<file path="src/rtl/deserializer_with_counter_pkg.sv">
// Shared types for the burst deserializer.
package deserializer_with_counter_pkg;

  // Two-state control: waiting for a start request, or capturing serial bits.
  typedef enum logic {
    ST_IDLE  = 1'b0,
    ST_SHIFT = 1'b1
  } state_t;

endpackage : deserializer_with_counter_pkg

</file>
<file path="src/rtl/deserializer_with_counter_mod_counter.sv">
// Modulo-N up-counter with synchronous reset, synchronous clear, count enable
// and a terminal-count flag that is high while the count sits at MODULUS-1.
module mod_counter #(
  parameter int MODULUS = 8,
  parameter int WIDTH   = (MODULUS > 1) ? $clog2(MODULUS) : 1
) (
  input  logic i_clk,
  input  logic i_rst,
  input  logic i_clr,
  input  logic i_en,
  output logic o_tc
);

  localparam logic [WIDTH-1:0] LAST = WIDTH'(MODULUS - 1);

  logic [WIDTH-1:0] r_count;

  // Count enabled events, wrapping to zero after the terminal value.
  always_ff @(posedge i_clk) begin
    // NOTE: non-blocking assignments keep every flop sampling pre-edge values.
    if (i_rst || i_clr) begin
      r_count <= '0;
    end else if (i_en) begin
      r_count <= (r_count == LAST) ? '0 : r_count + WIDTH'(1);
    end
  end

  assign o_tc = (r_count == LAST);

endmodule : mod_counter

</file>
<file path="src/rtl/deserializer_with_counter.sv">
// Serial-to-parallel converter for a fixed-length burst. After a start
// request it samples DATA_LENGTH bits MSB-first, one per clock, and presents
// every WORD_SIZE bits as a registered word with a one-cycle RCO strobe.
module deserializer_with_counter
  import deserializer_with_counter_pkg::*;
#(
  parameter int DATA_LENGTH = 16,
  parameter int WORD_SIZE   = 8
) (
  input  logic                 clock,
  input  logic                 reset,
  input  logic                 start,
  input  logic                 data_in,
  output logic [WORD_SIZE-1:0] data_out,
  output logic                 busy,
  output logic                 RCO
);

  localparam int WORDS = DATA_LENGTH / WORD_SIZE;

  // Reject burst lengths that do not split into whole words.
  if ((DATA_LENGTH == 0) || (WORD_SIZE < 2) || ((DATA_LENGTH % WORD_SIZE) != 0)) begin : g_bad_params
    $error("deserializer_with_counter: DATA_LENGTH must be a nonzero multiple of WORD_SIZE (>= 2)");
  end

  state_t               r_state;
  logic                 r_busy;
  logic                 r_rco;
  logic [WORD_SIZE-1:0] r_data_out;
  // Only the low WORD_SIZE-1 bits of the shift register are ever read back:
  // the oldest bit leaves the register in the same edge that completes a word.
  logic [WORD_SIZE-2:0] r_shreg;

  logic                 w_shifting;
  logic                 w_start_accept;
  logic                 w_bit_tc;
  logic                 w_word_tc;
  logic                 w_word_done;
  logic                 w_burst_done;
  logic [WORD_SIZE-1:0] w_next_word;

  assign w_shifting     = (r_state == ST_SHIFT);
  assign w_start_accept = (r_state == ST_IDLE) && start;
  assign w_word_done    = w_shifting && w_bit_tc;
  assign w_burst_done   = w_word_done && w_word_tc;
  assign w_next_word    = {r_shreg, data_in};

  // Bit position inside the current word; terminal count marks its last bit.
  mod_counter #(
    .MODULUS (WORD_SIZE),
    .WIDTH   ($clog2(WORD_SIZE))
  ) u_bit_cnt (
    .i_clk (clock),
    .i_rst (reset),
    .i_clr (w_start_accept),
    .i_en  (w_shifting),
    .o_tc  (w_bit_tc)
  );

  // Word index inside the burst; terminal count marks the final word.
  mod_counter #(
    .MODULUS (WORDS),
    .WIDTH   ($clog2(WORDS) + 1)
  ) u_word_cnt (
    .i_clk (clock),
    .i_rst (reset),
    .i_clr (w_start_accept),
    .i_en  (w_word_done),
    .o_tc  (w_word_tc)
  );

  // Control FSM with the shift register and all registered outputs.
  always_ff @(posedge clock) begin
    if (reset) begin
      r_state    <= ST_IDLE;
      r_busy     <= 1'b0;
      r_rco      <= 1'b0;
      r_data_out <= '0;
      r_shreg    <= '0;
    end else begin
      r_rco <= w_word_done;
      case (r_state)
        ST_IDLE: begin
          if (start) begin
            r_state <= ST_SHIFT;
            r_busy  <= 1'b1;
          end
        end
        ST_SHIFT: begin
          r_shreg <= w_next_word[WORD_SIZE-2:0];
          if (w_word_done) begin
            r_data_out <= w_next_word;
          end
          if (w_burst_done) begin
            r_state <= ST_IDLE;
            r_busy  <= 1'b0;
          end
        end
        default: begin
          r_state <= ST_IDLE;
          r_busy  <= 1'b0;
        end
      endcase
    end
  end

  assign data_out = r_data_out;
  assign busy     = r_busy;
  assign RCO      = r_rco;

endmodule : deserializer_with_counter

</file>
<file path="config.mk">
export PLATFORM = sky130hd
export DESIGN_NAME = deserializer_with_counter
export DESIGN_NICKNAME = d
export VERILOG_FILES = /design/src/rtl/deserializer_with_counter_pkg.sv /design/src/rtl/deserializer_with_counter_mod_counter.sv /design/src/rtl/deserializer_with_counter.sv
export SDC_FILE = /design/constraint.sdc
export NUM_CORES = 1
export LEC_CHECK = 0
export CAP_MARGIN = 40
export CORE_MARGIN = 5
export CORE_UTILIZATION = 45
export CTS_CLUSTER_SIZE = 10
export DETAILED_ROUTE_END_ITERATION = 7
export DONT_BUFFER_PORTS = 1
export PLACE_DENSITY = 0.71
export SLEW_MARGIN = 15
export SYNTH_ARGS = -nofsm -noshare
export SYNTH_HDL_FRONTEND = slang
export SYNTH_HIERARCHICAL = 1
export SYNTH_SLANG_ARGS = --single-unit
</file>
<file path="constraint.sdc">
create_clock -name clock -period 3.4 [get_ports clock]
set_clock_uncertainty 0.15 [all_clocks]
set_input_delay 0.51 -clock clock [delete_from_list [all_inputs] [get_ports clock]]
set_output_delay 0.51 -clock clock [all_outputs]
set_load 0.02 [all_outputs]
</file>
==> qor.txt <==
Psw = 0.0918 mW
top sig layer = met4
routed wl met2 = 656 um
core area = 0.00202 mm^2
Post-Syn Area = 977 um^2
routed wire length = 1520 um
first-pass GRT wire length = 2590 um
Synth Instances = 91
worst slew pin tran = 770 ps
Max Freq = 536 MHz
Post-CTS Hold Buffers = 0
initial DRC count = 21
largest net degree at the start of global routing = 24
Clock Tree Root = clkbuf_4
status = finished, final reports clean
initial antenna violation count = 0
H-Tree Depth = 1
P&R area growth vs syn = -0.768%
Die Span Y = 56.6 um
Leak = 0.355 nW
Met3 Wirelength = 79 um
Yosys warnings = 6
CTS max path bufs = 2
Routability Congestion = 0.618
vias per cell = 5.22
# fillers = 188
CTS tree = yes
hold path cells = 1
post-CTS sizing = 0
largest area contributor in the netlist = dfxtp_1
Final #Nets = 96
Skew-Pair Late Insertion Delay = 300 ps
internal power = 0.329 mW
fraction of layout cells with a size suffix above 1 = 15.7%
Residual DRC = 0
Yosys cell types = 27
Hold Crit Class = in2reg
crit path max fanout = 21
Clk pwr share = 28.8%
clk sinks = 23
placed cell count = 112
Post-CTS Setup Repair Bufs = 0
Setup TNS = 0 ps
final slew viol count = 0
unrepaired setup endpoints after global routing = false
Sw Ratio = 21.8%
number of synthesized register bits = 23
# IOs = 14
Final WS setup = 1530 ps
Crit Path Category = reg2reg
diode count = 0
sequential area share after synthesis = 47.1%
Reg clk slew, reported paths = 120 ps
Hold Vio Cnt, Final = 0
register area = 460 um^2
initial core utilization = 48.3%
CP Data Arrival Time = 1900 ps
vias after detailed routing = 605
synth top area cells = dfxtp_1, mux2i_1, a21bo_2
Final min period = 1870 ps
Area after DPL = 943 um^2
global-route usage over all layers = 10.5%
grt ovf = 0
Num CTS Buffers = 3
Max IR drop VDD = 0.281 mV
# setup viols final = 0
finished layout cell area = 970 um^2
Seq pwr share = 67.2%
Mapped Nets = 97
TritonRoute pass-1 iters = 4
wire length per cell = 13.1 um
power share of the combinational group = 4.0%
period utilization = 54.9%
die area = 0.00320 mm^2
syn avg cell area = 10.7 um^2
post-layout util = 48.0%
Met1 Routed Length = 748 um
multi-input logic area = 438 um^2
CP endpoint kind = register
Min Hold Slack = 103 ps
num rows = 16
Slew headroom = 48.6%
die span in x = 56.6 um
placed wire-length estimate = 1010 um
Setup crit start kind = register
vias in the first global route = 546
fin cells = 116
post-synth top area share = 47.1%
pwr/cell area = 434 mW/mm^2
port buffer count = 0
Reg2Reg Depth = 5
number of max-cap violations = 0
Worst EP required = 3440 ps
Total Power = 0.421 mW
Antenna Nets Post-Route = 0
dpl ws = 1570 ps
-- state kept, by name, summed over array words and instances, names as in the netlist --
register            cells
RCO                     1
busy                    1
data_out                8
r_shreg                 7
r_state                 1
u_bit_cnt/r_count       3
u_word_cnt/r_count      2
-- critical path, cell delays in order, from the launching register on --
cell and delay, ps:
dfxtp_1 370, ha_1 150, ha_1 590, and2_1 290
xnor2_1 140, nor3_1 60
-- logic make-up after synthesis --
kind of cell | synth area share [%]
flip-flops | 47.1
adder cells (fa/ha/maj) | 2.56
XOR/XNOR | 0.896
multiplexers | 8.19
AND/OR/NAND/NOR | 13.7
AO/OA/AOI/OAI | 19.5
buffers and inverters | 8.07
-- placed cells by master, fill, tap and decap left out --
master / synthesis / routed
nand2b_1: 2 / 2
a311oi_1: 1 / 1
a211oi_1: 1 / 1
nor2b_1: 3 / 3
a2111oi_2: 1 / 1
or3b_1: 1 / 1
clkbuf_4: 0 / 3
inv_1: 1 / 1
dfxtp_1: 23 / 23
a21bo_2: 7 / 7
xnor2_1: 1 / 1
buf_4: 1 / 1
ha_1: 2 / 2
o21bai_1: 1 / 1
a21oi_1: 8 / 8
nand3b_1: 1 / 1
clkbuf_1: 0 / 1
nor3_1: 2 / 2
and2_1: 1 / 1
a21bo_1: 2 / 2
a21oi_2: 1 / 1
nand3_1: 8 / 8
a211oi_2: 1 / 1
mux2i_1: 8 / 8
nor2_1: 8 / 8
-- layer usage --
layer | vias to the layer above | global-route usage [%]
met5 | - | 0
met2 | 8 | 15.3
met4 | 0 | 6.10
met1 | 276 | 12.6
met3 | 4 | 4.82
li1 | 317 | -
-- path summary, 6_finish.rpt --
| path | slack, ps | from | end |
|---|---|---|---|
| min | 100 | reset | data_out[7] |
| max | 1530 | u_bit_cnt/r_count[0] | u_word_cnt/r_count[0] |
| min reg2reg | 310 | u_word_cnt/r_count[1] | u_word_cnt/r_count[1] |
| max reg2reg | 1530 | u_bit_cnt/r_count[0] | u_word_cnt/r_count[0] |
-- area by class of cell --
class / instances / area share, %
inverter: 1 / 0.387
clock buffer: 4 / 2.71
tap: 27 / 3.48
multi-input combinational: 60 / 45.2
timing repair buffer: 1 / 0.774
sequential: 23 / 47.5
-- Yosys cell counts (all sizes together) --
cell type / number
ha: 2
nand2b: 2
nand3: 8
or3b: 1
inv: 1
xnor2: 1
a211oi: 2
nor2: 8
o21bai: 1
buf: 7
a21oi: 9
nor3: 2
a21bo: 9
dfxtp: 23
nor2b: 3
a2111oi: 1
mux2i: 8
and2: 1
a311oi: 1
nand3b: 1
-- power by group through the flow --
stage	Combinational [mW]	Clock, mW	Sequential (mW)
after CTS	0.0172	0.129	0.283
after global placement	0.0166	0	0.289
final	0.0170	0.121	0.283
after floorplan	0.0265	0	0.284
after global routing	0.0188	0.140	0.284
after detailed placement	0.0171	0	0.289
No activity file was read; power rests on OpenSTA's default activity.
